$ cat src/rtl/usr_shift_ctrl.sv
// Command sequencer driving a universal shift register's sel/serial_in/parallel_in.
// Define USR_SHIFT_CTRL_ROTATE_EN to enable rotate-right (op 11); otherwise op 11 is rejected.
module usr_shift_ctrl #(
   parameter int WIDTH = 4,
   parameter int CNT_W = 3
) (
   input  logic             clk,
   input  logic             rst_n,
   input  logic             cmd_valid,
   output logic             cmd_ready,
   input  logic [1:0]       cmd_op,
   input  logic [WIDTH-1:0] cmd_data,
   input  logic [CNT_W-1:0] cmd_count,
   input  logic [WIDTH-1:0] q_fb,
   output logic [1:0]       sr_sel,
   output logic             sr_serial,
   output logic [WIDTH-1:0] sr_parallel,
   output logic             busy,
   output logic             done,
   output logic             cmd_err
);

   typedef enum logic [1:0] {
      IDLE   = 2'd0,
      LOAD   = 2'd1,
      SHIFT  = 2'd2,
      FINISH = 2'd3
   } state_t;

   localparam logic [1:0] OP_LOAD = 2'b00;
   localparam logic [1:0] OP_SHR  = 2'b01;
   localparam logic [1:0] OP_SHL  = 2'b10;
   localparam logic [1:0] OP_ROR  = 2'b11;

   localparam logic [1:0] SEL_HOLD = 2'b00;
   localparam logic [1:0] SEL_SHR  = 2'b01;
   localparam logic [1:0] SEL_SHL  = 2'b10;
   localparam logic [1:0] SEL_LOAD = 2'b11;

`ifdef USR_SHIFT_CTRL_ROTATE_EN
   localparam logic ROTATE_EN = 1'b1;
`else
   localparam logic ROTATE_EN = 1'b0;
`endif

   state_t           r_state;
   logic [1:0]       r_op;
   logic             r_fill;
   logic [CNT_W-1:0] r_cnt;
   logic [1:0]       r_sel;
   logic [WIDTH-1:0] r_parallel;
   logic             r_busy;
   logic             r_done;
   logic             r_err;

   logic             w_accept;
   logic             w_opRejected;
   logic             w_serial;
   logic             w_unusedQfb;

   assign cmd_ready    = (r_state == IDLE) & rst_n;
   assign w_accept     = cmd_valid & cmd_ready;
   assign w_opRejected = (cmd_op == OP_ROR) & ~ROTATE_EN;
   assign w_unusedQfb  = ^q_fb[WIDTH-1:1];

   // Rotate takes its fill straight from the register output so each step wraps q[0] into the MSB.
   always_comb begin
      w_serial = 1'b0;
      if (r_state == SHIFT) begin
         w_serial = (r_op == OP_ROR) ? q_fb[0] : r_fill;
      end
   end

   always_ff @(posedge clk) begin
      if (!rst_n) begin
         r_state    <= IDLE;
         r_op       <= OP_LOAD;
         r_fill     <= 1'b0;
         r_cnt      <= '0;
         r_sel      <= SEL_HOLD;
         r_parallel <= '0;
         r_busy     <= 1'b0;
         r_done     <= 1'b0;
         r_err      <= 1'b0;
      end else begin
         case (r_state)
            IDLE: begin
               if (w_accept) begin
                  r_op       <= cmd_op;
                  r_fill     <= cmd_data[0];
                  r_parallel <= cmd_data;
                  r_busy     <= 1'b1;
                  if (cmd_op == OP_LOAD) begin
                     r_state <= LOAD;
                     r_sel   <= SEL_LOAD;
                  end else if (w_opRejected) begin
                     r_state <= FINISH;
                     r_done  <= 1'b1;
                     r_err   <= 1'b1;
                  end else if (cmd_count == '0) begin
                     r_state <= FINISH;
                     r_done  <= 1'b1;
                  end else begin
                     r_state <= SHIFT;
                     r_cnt   <= cmd_count;
                     r_sel   <= (cmd_op == OP_SHL) ? SEL_SHL : SEL_SHR;
                  end
               end
            end
            LOAD: begin
               r_state <= FINISH;
               r_sel   <= SEL_HOLD;
               r_done  <= 1'b1;
            end
            SHIFT: begin
               r_cnt <= r_cnt - CNT_W'(1);
               if (r_cnt == CNT_W'(1)) begin
                  r_state <= FINISH;
                  r_sel   <= SEL_HOLD;
                  r_done  <= 1'b1;
               end
            end
            FINISH: begin
               r_state <= IDLE;
               r_busy  <= 1'b0;
               r_done  <= 1'b0;
               r_err   <= 1'b0;
            end
            default: begin
               r_state <= IDLE;
               r_sel   <= SEL_HOLD;
               r_busy  <= 1'b0;
               r_done  <= 1'b0;
               r_err   <= 1'b0;
            end
         endcase
      end
   end

   assign sr_sel      = r_sel;
   assign sr_serial   = w_serial;
   assign sr_parallel = r_parallel;
   assign busy        = r_busy;
   assign done        = r_done;
   assign cmd_err     = r_err;

endmodule

$ cat config.mk
export PLATFORM = sky130hd
export DESIGN_NAME = usr_shift_ctrl
export DESIGN_NICKNAME = d
export VERILOG_FILES = /design/src/rtl/usr_shift_ctrl.sv
export SDC_FILE = /design/constraint.sdc
export NUM_CORES = 1
export LEC_CHECK = 0
export CAP_MARGIN = 20
export CORE_MARGIN = 2
export CORE_UTILIZATION = 50
export CTS_BUF_LIST = sky130_fd_sc_hd__clkbuf_8
export DETAILED_ROUTE_END_ITERATION = 6
export GPL_TIMING_DRIVEN = 0
export PLACE_DENSITY_LB_ADDON = 0.3
export SLEW_MARGIN = 20
export SYNTH_ARGS = -nofsm -noshare
export SYNTH_HDL_FRONTEND = slang
export SYNTH_SLANG_ARGS = --single-unit
$ cat constraint.sdc
create_clock -name clk -period 2.7 [get_ports clk]
set_input_delay 0.81 -clock clk [delete_from_list [all_inputs] [get_ports clk]]
set_output_delay 0.81 -clock clk [all_outputs]
set_load 0.005 [all_outputs]
; Word level (Yosys, flattened, before mapping)
; Index checks and enable logic that the tools add are counted.
[totals]
regBits = 17
mem_bits_rw = 0
out_inout_bits = 11
input_bits = 16
rom_bits = 0
latch_bits = 0
elab_cells = 73
n_memories = 0
[classes]
n_shift = 0
n_lt_le_gt_ge = 0
reduce_logical = 13
bitwise = 2
n_mul = 0
mux = 32
add_sub_neg = 1
div = 0
eq_ne = 16
[op_table]
columns = cell, count
row1 = $mux 2, 9
row2 = $mux 1, 13
row3 = $mux 3, 4
row4 = $eq 2x2->1 const B, 5
row5 = $ne 2x2->1 const B, 5
row6 = $reduce_and 5->1, 2
row7 = $pmux 2 s4, 1
row8 = $reduce_and 4->1, 2
row9 = $ne 3x2->1 const B, 2
row10 = $pmux 2 s3, 1
row11 = $pmux 3 s2, 1
row12 = $reduce_and 2->1, 3
row13 = $logic_not 2->1, 2
row14 = $pmux 1 s2, 2
row15 = $pmux 1 s4, 1
row16 = $reduce_bool 2->1, 2
row17 = $eq 3x1->1 const B, 1
row18 = $logic_not 3->1, 1
row19 = $ne 3x3->1 const B, 1
row20 = $reduce_bool 3->1, 1
row21 = $sub 3x1->3 const B, 1
row22 = $and 1x1->1, 2
row23 = $eq 2x1->1 const B, 1
row24 = $ne 2x1->1 const B, 1

; Logic depth before layout (Yosys ltp)
[logic_depth]
word_depth = 7
ltp_mapped = 8
ltp_nobuf = 6

; Worst setup path after synthesis
; OpenSTA, ideal clock, no wires.
[synth_timing]
kind = input -> output
start = in rst_n
end = out cmd_ready
required_ps = 1890
arrival_ps = 1234
path_slack_ps = 656
stages = 3
n_path_buf = 1
cell_sequence = inv_2 clkbuf_1 nor2_1
[synth_between]
elab_chain_len = 1
[synth_lines]
columns = element, line
row1 = from (decl), 8  ; input logic rst_n,
row2 = $and 1x1->1, 61  ; assign cmd_ready = (r_state == IDLE) & rst_n;
row3 = to (decl), 10  ; output logic cmd_ready,
; No other way between the ends.

; Final worst setup path
; Same ends and word-level chain as after synthesis.

==> reports/metrics.yaml <==
outcome: "complete, no violations"
gr-usage-all-layers_pct: 20.0
fin_util_pct: 70.1
antenna_found_initial: 0
path_class: "input port to output port"
area.growth.synth_to_final_pct: 31.4
start_kind: "input port"
cp_slowest_cell: "clkdlybuf4s50_1"
ctsHoldBuffers: 0
post_drt_wl_per_cell_um: 12.2
die_area_sq_um: 2200
first_pass_iters: 4
start_util_pct: 53.3
path_buf_inv: 3
grt_pass1_vias: 770
cp-end-kind: "output port"
nets: 159
drc: 0
ir_drop_mv: 0.723
netlist_area_sq_um: 921
arrival_ps: 1720
antenna_cells: 0
skew_ps: 0.296
vias_per_cell: 5.46
die_w_um: 46.9
grt-ovfl-total: 0
dieHeight_um: 46.9
cellPowerDensity_nw_per_um2: 886
grt_pass1_wl_um: 3190
required_ps: 1890
dp_hpwl_um: 1510
ant_nets: 0
drt_first_iter_violations: 12
ys_seq_area_share_pct: 34.8
max_freq_ghz: 0.395
core_sq_um: 1730
synth.net_count: 134
numClockSinks: 16
clock_insertion_delay_worst_skew_ps: 250
drive_gt1_share_pct: 13.1
io_buffers: 21
post-route-min-period_ps: 2530
min_path_cells: 2
num_rows: 15
clk_path_buf_depth: 2
cp.depth: 4
io-pin-count: 27
clk_pin_slew_ps: 60
rsz0062_at_grt: "no"
tightest_slew_ps: 328
timing.final.hold_violations: 0
drv_cap: 0
worst_hold_slack_ps: 459
crit_chain: "buf_2 > inv_4 > nor2_1 > clkdlybuf4s50_1"
leakage_uw: 0.000482
worst_r2r_path_depth: 7
fillers: 153
gp_congestion: 0.803
vias: 885
final-setup-viol-count: 0
max_stage_delay_ps: 510
hp-class: "flip-flop to flip-flop"
ys_ff_latch: 16
cts_tree: "built"
synth_warnings: 0
cts_root_buf: "clkbuf_8"
avgSynthCellArea_sq_um: 8.15
fin_tns_setup_ps: 0
grt_max_degree: 16
critical_path.top_delay_family: "buffers and inverters"
post_cts_buffers: 0
routed_wl_um: 1980
drv_slew: 0
cts_buffers: 3
cts.htree.levels: 1
fin_crit_sh_pct: 93.7
synth_cell_types: 33
critPathMaxFanout: 15
slew_headroom_pct: 78.1
synth_cells: 113
[placed cells by master (no fill, tap or decap), types with 2 or more instances in the layout]
cell / n
o21ai_0: 5
inv_1: 6
buf_4: 2
ha_1: 5
nand2b_1: 2
mux2i_1: 2
or3_4: 2
nor2_1: 6
a31oi_1: 3
a211oi_1: 2
clkdlybuf4s50_1: 19
clkbuf_8: 4
nand3_1: 10
o211ai_1: 2
nand2_1: 14
nor3_1: 2
dfxtp_1: 16
buf_2: 5
a21oi_1: 13
[metrics by stage]
step                      worst slack, ps  std cells  total power (uW)  area (sq um)
after floorplan                       656        113               697           921
after global placement               -601        159               842          1160
final                                 169        162              1070          1210
after global routing                  102        162              1160          1210
after detailed placement             -593        159               863          1160
after CTS                            31.2        162              1080          1210
[synth_stat cells, drive strengths merged]
| master | instances | area, sq um |
|---|---|---|
| dfxtp | 16 | 320 |
| nand2 | 14 | 52.6 |
| a21oi | 13 | 65.1 |
| nand3 | 10 | 50.1 |
| inv | 8 | 30.0 |
| buf | 6 | 35.0 |
| nor2 | 6 | 22.5 |
| ha | 5 | 62.6 |
| o21ai | 5 | 25.0 |
| a31oi | 4 | 40.0 |
| o211ai | 3 | 27.5 |
| or3 | 3 | 28.8 |
| a211oi | 2 | 15.0 |
| mux2i | 2 | 20.0 |
| nand2b | 2 | 12.5 |
| nor3 | 2 | 10.0 |
| a211o | 1 | 8.76 |
| a21boi | 1 | 7.51 |
| a22oi | 1 | 21.3 |
| and2 | 1 | 6.26 |
| and3 | 1 | 6.26 |
| and4 | 1 | 8.76 |
| clkbuf | 1 | 3.75 |
| nor2b | 1 | 6.26 |
| o211a | 1 | 10.0 |
| o21a | 1 | 7.51 |
| o32ai | 1 | 8.76 |
| xor2 | 1 | 8.76 |
[sequential cells by signal, indices dropped and copies added (netlist names)]
signal,count
sr_parallel,4
cmd_err,1
busy,1
r_cnt,3
r_op,2
r_state,2
done,1
sr_sel,2
[path summary, 6_finish.rpt]
path	start	endpoint	slack (ps)
worst max-delay path	rst_n	cmd_ready	170
worst min-delay path	sr_parallel[3]	sr_parallel[3]	460
worst max register to register	r_state[1]	r_cnt[1]	1100
worst min register to register	sr_parallel[3]	sr_parallel[3]	460
[worst reg2reg max path, stage by stage (launching register included)]
cell and delay, ps:
dfxtp_1 380, inv_1 60, ha_1 170, buf_4 160
and3_1 220, a31oi_4 220, a211oi_1 70, a211oi_1 220
[area by class of cell]
cell class,count,area [sq um],area share [%]
clock buffer,4,55.1,4.55
timing repair buffer,21,204,16.9
multi-input combinational,82,532,44.0
inverter,8,32.5,2.69
buffer,6,35.0,2.90
sequential,16,320,26.5
tap,25,31.3,2.59
[where the power goes]
part	internal, uW	leakage (uW)	switching (uW)
clock	129	0.0000288	83.1
combinational	249	0.000322	279
sequential	298	0.000131	34.4
total	676	0.000482	396
[kinds of logic after synthesis]
family | share of synthesized area, %
compound gates | 25.7
flops | 34.8
fa+ha+maj | 6.79
xor+xnor | 0.951
buf+inv | 7.47
mux | 2.17
simple gates | 22.1
[timing repair]
item,CTS,global route
pin swaps,0,0
resized for setup,4,4
setup endpoints to repair,2,1
[layer usage]
metal / GRT usage [%] / vias to the layer above / wire (um)
met5: 0 / - / 0
met4: 6.67 / 0 / 14
met3: 5.77 / 3 / 108
met2: 31.2 / 22 / 951
met1: 26.7 / 413 / 906
li1: - / 447 / -
Note: power is estimated with default switching activity, not from simulation.
